===== src/rtl/vga_cfg_pkg.sv =====
// Purpose: shared types and constants for the VGA configuration controller.
// Holds opcode defaults, the controller state enum, status-byte bit indices
// and the character-memory address type.
package vga_cfg_pkg;

   localparam int unsigned BYTE_W  = 8;
   localparam int unsigned CFG_W   = 32;
   localparam int unsigned STAGE_W = 24;
   localparam int unsigned ADDR_W  = 5;

   localparam logic [BYTE_W-1:0] OP_CFG_DEF  = 8'h01;
   localparam logic [BYTE_W-1:0] OP_CHAR_DEF = 8'h02;
   localparam logic [BYTE_W-1:0] OP_STAT_DEF = 8'h03;

   // Status byte layout: {cfg_pending, char_wait, err_sticky, 5'b0}
   localparam int unsigned STAT_PEND_BIT = 7;
   localparam int unsigned STAT_WAIT_BIT = 6;
   localparam int unsigned STAT_ERR_BIT  = 5;

   typedef logic [ADDR_W-1:0] char_addr_t;

   typedef enum logic [2:0] {
      ST_IDLE      = 3'd0,
      ST_CFG       = 3'd1,
      ST_CHAR_ADDR = 3'd2,
      ST_CHAR_DATA = 3'd3,
      ST_CHAR_WAIT = 3'd4,
      ST_DRAIN     = 3'd5
   } state_t;

endpackage


===== src/rtl/cfg_shadow.sv =====
// Purpose: configuration staging/shadow registers with frame-synchronous commit.
// Ports:
//   clk, rst          - clock, synchronous active-high reset
//   i_shift           - shift i_byte into the 24-bit staging register
//   i_load            - 4th byte: copy {staging, i_byte} into shadow, set pending
//   i_clear           - discard staging contents (aborted transaction)
//   i_byte            - received byte
//   i_frame_start     - start-of-vertical-blanking pulse
//   o_cfg_out         - committed configuration word
//   o_cfg_update      - one-cycle pulse when o_cfg_out is loaded
//   o_pending         - shadow holds an uncommitted configuration
module cfg_shadow
   import vga_cfg_pkg::*;
#(
   parameter logic [CFG_W-1:0] CFG_RESET = 32'h0000_0000
) (
   input  logic              clk,
   input  logic              rst,
   input  logic              i_shift,
   input  logic              i_load,
   input  logic              i_clear,
   input  logic [BYTE_W-1:0] i_byte,
   input  logic              i_frame_start,
   output logic [CFG_W-1:0]  o_cfg_out,
   output logic              o_cfg_update,
   output logic              o_pending
);

   logic [STAGE_W-1:0] r_staging;
   logic [CFG_W-1:0]   r_shadow;
   logic [CFG_W-1:0]   r_cfg_out;
   logic               r_cfg_update;
   logic               r_pending;
   logic               w_commit;

   // Commit only what was pending before this edge; a load on the same edge
   // as frame_start waits for the next frame.
   assign w_commit = i_frame_start & r_pending;

   always_ff @(posedge clk) begin
      if (rst) begin
         r_staging    <= '0;
         r_shadow     <= CFG_RESET;
         r_cfg_out    <= CFG_RESET;
         r_cfg_update <= 1'b0;
         r_pending    <= 1'b0;
      end else begin
         r_cfg_update <= 1'b0;

         if (i_clear) begin
            r_staging <= '0;
         end else if (i_shift) begin
            r_staging <= {r_staging[STAGE_W-BYTE_W-1:0], i_byte};
         end

         if (i_load) begin
            r_shadow <= {r_staging, i_byte};
         end

         if (w_commit) begin
            r_cfg_out    <= r_shadow;
            r_cfg_update <= 1'b1;
         end

         // A fresh load keeps pending set even if an older value commits now
         if (i_load) begin
            r_pending <= 1'b1;
         end else if (w_commit) begin
            r_pending <= 1'b0;
         end
      end
   end

   assign o_cfg_out    = r_cfg_out;
   assign o_cfg_update = r_cfg_update;
   assign o_pending    = r_pending;

endmodule


===== src/rtl/vga_cfg_ctrl.sv =====
// Purpose: SPI byte-protocol controller for VGA configuration and character memory.
// Ports:
//   clk, rst      - clock, synchronous active-high reset
//   rx_valid      - strobe, rx_data holds a received SPI byte
//   rx_data       - received byte
//   ss            - SPI slave select, active-low
//   frame_start   - start-of-vertical-blanking pulse
//   active        - high during visible pixels
//   cfg_out       - committed configuration word
//   cfg_update    - pulse when cfg_out is loaded
//   mem_we        - character-memory write strobe
//   mem_addr      - character-memory address {y[2:0], x[1:0]}
//   mem_data      - character-memory write bit
//   tx_data       - status byte for the SPI peripheral
//   tx_load       - pulse, tx_data valid
//   err           - protocol-error pulse
module vga_cfg_ctrl
   import vga_cfg_pkg::*;
#(
   parameter logic [CFG_W-1:0]  CFG_RESET = 32'h0000_0000,
   parameter logic [BYTE_W-1:0] OP_CFG    = OP_CFG_DEF,
   parameter logic [BYTE_W-1:0] OP_CHAR   = OP_CHAR_DEF,
   parameter logic [BYTE_W-1:0] OP_STAT   = OP_STAT_DEF
) (
   input  logic              clk,
   input  logic              rst,
   input  logic              rx_valid,
   input  logic [BYTE_W-1:0] rx_data,
   input  logic              ss,
   input  logic              frame_start,
   input  logic              active,
   output logic [CFG_W-1:0]  cfg_out,
   output logic              cfg_update,
   output logic              mem_we,
   output logic [ADDR_W-1:0] mem_addr,
   output logic              mem_data,
   output logic [BYTE_W-1:0] tx_data,
   output logic              tx_load,
   output logic              err
);

   state_t            r_state;
   logic [1:0]        r_cnt;
   char_addr_t        r_mem_addr;
   logic              r_mem_data;
   logic              r_mem_we;
   logic [BYTE_W-1:0] r_tx_data;
   logic              r_tx_load;
   logic              r_err;
   logic              r_err_sticky;

   state_t            w_state_nxt;
   logic [1:0]        w_cnt_nxt;
   char_addr_t        w_addr_nxt;
   logic              w_data_nxt;
   logic              w_mem_we_nxt;
   logic              w_err_nxt;
   logic              w_stat_load;
   logic              w_cfg_shift;
   logic              w_cfg_load;
   logic              w_cfg_clear;
   logic              w_rx;
   logic              w_pending;
   logic [BYTE_W-1:0] w_status;

   // Configuration staging, shadow and frame-synchronous commit
   cfg_shadow #(
      .CFG_RESET (CFG_RESET)
   ) u_cfg_shadow (
      .clk           (clk),
      .rst           (rst),
      .i_shift       (w_cfg_shift),
      .i_load        (w_cfg_load),
      .i_clear       (w_cfg_clear),
      .i_byte        (rx_data),
      .i_frame_start (frame_start),
      .o_cfg_out     (cfg_out),
      .o_cfg_update  (cfg_update),
      .o_pending     (w_pending)
   );

   // Bytes only count while the slave is selected
   assign w_rx = rx_valid & ~ss;

   // Next-state and next-output decode
   always_comb begin
      w_state_nxt  = r_state;
      w_cnt_nxt    = r_cnt;
      w_addr_nxt   = r_mem_addr;
      w_data_nxt   = r_mem_data;
      w_mem_we_nxt = 1'b0;
      w_err_nxt    = 1'b0;
      w_stat_load  = 1'b0;
      w_cfg_shift  = 1'b0;
      w_cfg_load   = 1'b0;
      w_cfg_clear  = 1'b0;

      w_status                = '0;
      w_status[STAT_PEND_BIT] = w_pending;
      w_status[STAT_WAIT_BIT] = (r_state == ST_CHAR_WAIT);
      w_status[STAT_ERR_BIT]  = r_err_sticky;

      // Deselect aborts everything except a write already waiting for blanking
      if (ss && (r_state != ST_CHAR_WAIT)) begin
         w_state_nxt = ST_IDLE;
         w_cnt_nxt   = 2'd0;
         w_cfg_clear = 1'b1;
      end else begin
         case (r_state)
            ST_IDLE: begin
               if (w_rx) begin
                  if (rx_data == OP_CFG) begin
                     w_state_nxt = ST_CFG;
                     w_cnt_nxt   = 2'd0;
                  end else if (rx_data == OP_CHAR) begin
                     w_state_nxt = ST_CHAR_ADDR;
                  end else if (rx_data == OP_STAT) begin
                     w_stat_load = 1'b1;
                  end else begin
                     w_err_nxt   = 1'b1;
                     w_state_nxt = ST_DRAIN;
                  end
               end
            end
            ST_CFG: begin
               if (w_rx) begin
                  if (r_cnt == 2'd3) begin
                     w_cfg_load  = 1'b1;
                     w_cnt_nxt   = 2'd0;
                     w_state_nxt = ST_IDLE;
                  end else begin
                     w_cfg_shift = 1'b1;
                     w_cnt_nxt   = 2'(r_cnt + 2'd1);
                  end
               end
            end
            ST_CHAR_ADDR: begin
               if (w_rx) begin
                  w_addr_nxt  = char_addr_t'(rx_data[ADDR_W-1:0]);
                  w_state_nxt = ST_CHAR_DATA;
               end
            end
            ST_CHAR_DATA: begin
               if (w_rx) begin
                  w_data_nxt = rx_data[0];
                  if (!active) begin
                     w_mem_we_nxt = 1'b1;
                     w_state_nxt  = ST_IDLE;
                  end else begin
                     w_state_nxt  = ST_CHAR_WAIT;
                  end
               end
            end
            ST_CHAR_WAIT: begin
               // Any byte here is dropped and flagged
               if (w_rx) begin
                  w_err_nxt = 1'b1;
               end
               if (!active) begin
                  w_mem_we_nxt = 1'b1;
                  w_state_nxt  = ST_IDLE;
               end
            end
            ST_DRAIN: begin
               w_state_nxt = ST_DRAIN;
            end
            default: begin
               w_state_nxt = ST_IDLE;
            end
         endcase
      end
   end

   // State and registered outputs
   always_ff @(posedge clk) begin
      if (rst) begin
         r_state      <= ST_IDLE;
         r_cnt        <= 2'd0;
         r_mem_addr   <= '0;
         r_mem_data   <= 1'b0;
         r_mem_we     <= 1'b0;
         r_tx_data    <= '0;
         r_tx_load    <= 1'b0;
         r_err        <= 1'b0;
         r_err_sticky <= 1'b0;
      end else begin
         r_state    <= w_state_nxt;
         r_cnt      <= w_cnt_nxt;
         r_mem_addr <= w_addr_nxt;
         r_mem_data <= w_data_nxt;
         r_mem_we   <= w_mem_we_nxt;
         r_tx_load  <= w_stat_load;
         r_err      <= w_err_nxt;
         if (w_stat_load) begin
            r_tx_data <= w_status;
         end
         // A new error wins over the clear-on-read
         if (w_err_nxt) begin
            r_err_sticky <= 1'b1;
         end else if (w_stat_load) begin
            r_err_sticky <= 1'b0;
         end
      end
   end

   assign mem_we   = r_mem_we;
   assign mem_addr = r_mem_addr;
   assign mem_data = r_mem_data;
   assign tx_data  = r_tx_data;
   assign tx_load  = r_tx_load;
   assign err      = r_err;

endmodule


===== config.mk =====
export PLATFORM = sky130hd
export DESIGN_NAME = vga_cfg_ctrl
export DESIGN_NICKNAME = d
export VERILOG_FILES = /design/src/rtl/vga_cfg_pkg.sv /design/src/rtl/cfg_shadow.sv /design/src/rtl/vga_cfg_ctrl.sv
export SDC_FILE = /design/constraint.sdc
export NUM_CORES = 1
export LEC_CHECK = 0
export BUFFER_PORTS_ARGS = -buffer_cell sky130_fd_sc_hd__buf_2
export CAP_MARGIN = 20
export CORE_MARGIN = 5
export CORE_UTILIZATION = 45
export CTS_BUF_LIST = sky130_fd_sc_hd__clkbuf_16
export CTS_CLUSTER_DIAMETER = 80
export CTS_CLUSTER_SIZE = 40
export DETAILED_ROUTE_END_ITERATION = 10
export PLACE_DENSITY = 0.71
export SYNTH_ARGS = -nofsm -noshare
export SYNTH_HDL_FRONTEND = slang
export SYNTH_SLANG_ARGS = --single-unit
export TNS_END_PERCENT = 10

===== constraint.sdc =====
create_clock -name clk -period 3 [get_ports clk]
set_input_delay 0.45 -clock clk [delete_from_list [all_inputs] [get_ports clk]]
set_output_delay 0.45 -clock clk [all_outputs]
set_load 0.005 [all_outputs]

==> flow_metrics.tcl <==
set metrics [dict create \
    grt_overflow 0 \
    powerDensity_nw_per_um2 581 \
    ios 64 \
    rows 34 \
    run_status "finished clean" \
    via_count 3218 \
    die_height_um 105 \
    slew_headroom_pct 33.4 \
    multiInputGateArea_sq_um 1640 \
    drtAntennaViolNets 0 \
    start_kind "register" \
    syn2layout_area_growth_pct 13.9 \
    crit_start "r_state[2]$_SDFFE_PP0P_" \
    clock_tree.root_cell "clkbuf_16" \
    hold_depth 2 \
    dp.cells 626 \
    worstPathArrival_ps 2200 \
    antenna_found_initial 0 \
    dieArea_sq_um 10900 \
    routabilityCongestion 0.827 \
    maxCapViolations 0 \
    path_max_fanout 25 \
    initial_core_util_pct 46.1 \
    yosysMostFrequentCell "nand2_1" \
    regToRegSetupSlack_ps 1030 \
    synth_top_area_cell "dfxtp_1" \
    setup_tns_ps 0 \
    io_buffers 58 \
    crit_required_ps 3230 \
    hpwl_um 5560 \
    drive_gt1_share_pct 16.5 \
    ys_seq_elements 108 \
    slew_violations 0 \
    clk_latency_ps 340 \
    max_freq_mhz 509 \
    vias_per_cell 5.01 \
    hp-class "in -> reg" \
    avgSynthCellArea_sq_um 8.16 \
    final_cells 642 \
    n_antenna_cell 0 \
    hold_start "active" \
    total_leakage_power_nw 1.75 \
    nFillCells 807 \
    grt_start_max_net_pins 69 \
    worst_pin_slew_ps 997 \
    setup_viol 0 \
    path_class "reg -> reg" \
    cts_sinks 108 \
    rsz0062_at_grt "no" \
    core_area_sq_um 8720 \
    r2r_start "r_state[2]$_SDFFE_PP0P_" \
    synth_top_area_share_pct 53.7 \
    postSynthCellCount 493 \
    die_w_um 105 \
    cpPeakStageDelay_ps 650 \
    reg2regPathDepth 5 \
    grt_pass1_wl_um 14000 \
    ys_seq_area_share_pct 53.7 \
    synth_flop_cell "dfxtp_1" \
    drcViolationCount 0 \
    hold_viol 0 \
    synth_enable_flop_cells 0 \
    cts_buffers 9 \
    worstSetupEndpointType "register" \
    cts_tree "built" \
    ctsLongestPathBuffers 2 \
    fin_nets 545 \
    vdd_drop_max_mv 0.295 \
    grt.total_usage_pct 15.4 \
    post_cts_resized 0 \
    path_clk_slew_ps 70 \
    firstDrtPassIters 5 \
    hold_buffers 0 \
    synth_area_sq_um 4020 \
    synth.area.top_cells "dfxtp_1 (54%), nand2_1 (17%), a21oi_1 (12%), clkbuf_1 (2.3%), mux2i_1 (2.0%)" \
    wirelength_um 8320 \
    fin_crit_sh_pct 65.5 \
    synth.distinct_cells 40 \
    cpMaxStageDelayCell "nand2b_1" \
    ff_latch_area_sq_um 2160 \
    cts_setup_buffers 0 \
    wl_per_cell_um 13.0 \
    grt_pass1_vias 2982 \
    first_iter_violations 160 \
    synth_common_cells "nand2_1 (182), dfxtp_1 (108), a21oi_1 (93)" \
    async_flop_share_pct 0 \
    fin_crit_ps 1970 \
    h-tree-depth 3 \
    cp_cell_sequence "nor2_1 > and3_1 > nand2b_1 > nor3_1 > a31o_2" \
    synth_warnings 0 \
    skew_ps 7.54 \
]
==> area by class of cell <==
class | instances | area share (%)
inverter | 2 | 0.164
multi-input combinational | 345 | 35.8
tap | 108 | 2.95
sequential | 108 | 47.2
timing repair buffer | 64 | 7.76
clock inverter | 6 | 1.26
clock buffer | 9 | 4.92
==> through the flow <==
step	hold WS (ps)	utilization, %	power [mW]	setup WS, ps	cell area, sq um
6_report	307	52.5	2.66	1030	4580
5_1_grt	297	52.5	2.75	829	4580
4_1_cts	301	52.2	2.68	1030	4550
3_5_place_dp	444	49.0	1.56	867	4270
3_3_place_gp	441	49.0	1.56	908	4270
2_1_floorplan	432	-	1.54	1190	4040
==> worst max-delay path: cells and delay by family, from the launching register on <==
family,cells,cell delay [ps]
simple gates,4,1070
flops,1,540
compound gates,1,240
==> metal layers <==
layer,track usage (%),wire length (um),vias to the layer above
met5,0,0,-
met4,5.09,73,0
met3,4.99,403,4
met2,24.4,3940,70
met1,19.8,3900,1472
li1,-,-,1672
==> layout by cell type, fill, tap and decap left out, drive strengths merged, types with 2 or more instances in the layout <==
| master | synthesis | layout |
|---|---|---|
| nand3 | 3 | 3 |
| dfxtp | 108 | 108 |
| nand2 | 182 | 182 |
| buf | 14 | 64 |
| and3 | 3 | 3 |
| and2 | 2 | 2 |
| or3b | 3 | 3 |
| conb | 1 | 5 |
| nor2b | 2 | 2 |
| nor3 | 5 | 5 |
| inv | 2 | 5 |
| a21oi | 93 | 93 |
| clkbuf | 28 | 9 |
| a31o | 3 | 3 |
| nand2b | 4 | 4 |
| nor2 | 17 | 17 |
| mux2i | 8 | 8 |
==> logic make-up after synthesis <==
group	Yosys count	synth area share, %
compound gates	105	14.4
other cells	1	0.0932
xor+xnor	1	0.218
simple gates	225	23.4
mux	8	1.99
fa+ha+maj	1	0.311
flops	108	53.7
buf+inv	44	5.88
==> final timing paths <==
kind                                              to
max                            r_cnt[0]$_SDFFE_PP0P_
min                                mem_we$_SDFF_PP0_
max reg2reg                    r_cnt[0]$_SDFFE_PP0P_
min reg2reg  u_cfg_shadow.o_cfg_out[22]$_SDFFE_PP0P_
==> state kept, by name (all words and copies together), names as in the netlist <==
register / cells
r_err_sticky: 1
u_cfg_shadow.o_cfg_update: 1
mem_addr: 5
u_cfg_shadow.o_pending: 1
tx_data: 3
err: 1
r_cnt: 2
tx_load: 1
mem_data: 1
u_cfg_shadow.o_cfg_out: 32
mem_we: 1
r_state: 3
u_cfg_shadow.r_staging: 24
u_cfg_shadow.r_shadow: 32
==> where the power goes <==
group	switching (mW)	internal [mW]
sequential	0.00551	1.44
clock	0.500	0.637
combinational	0.0568	0.0254
total	0.562	2.10
Note: power is estimated with default switching activity, not from simulation.
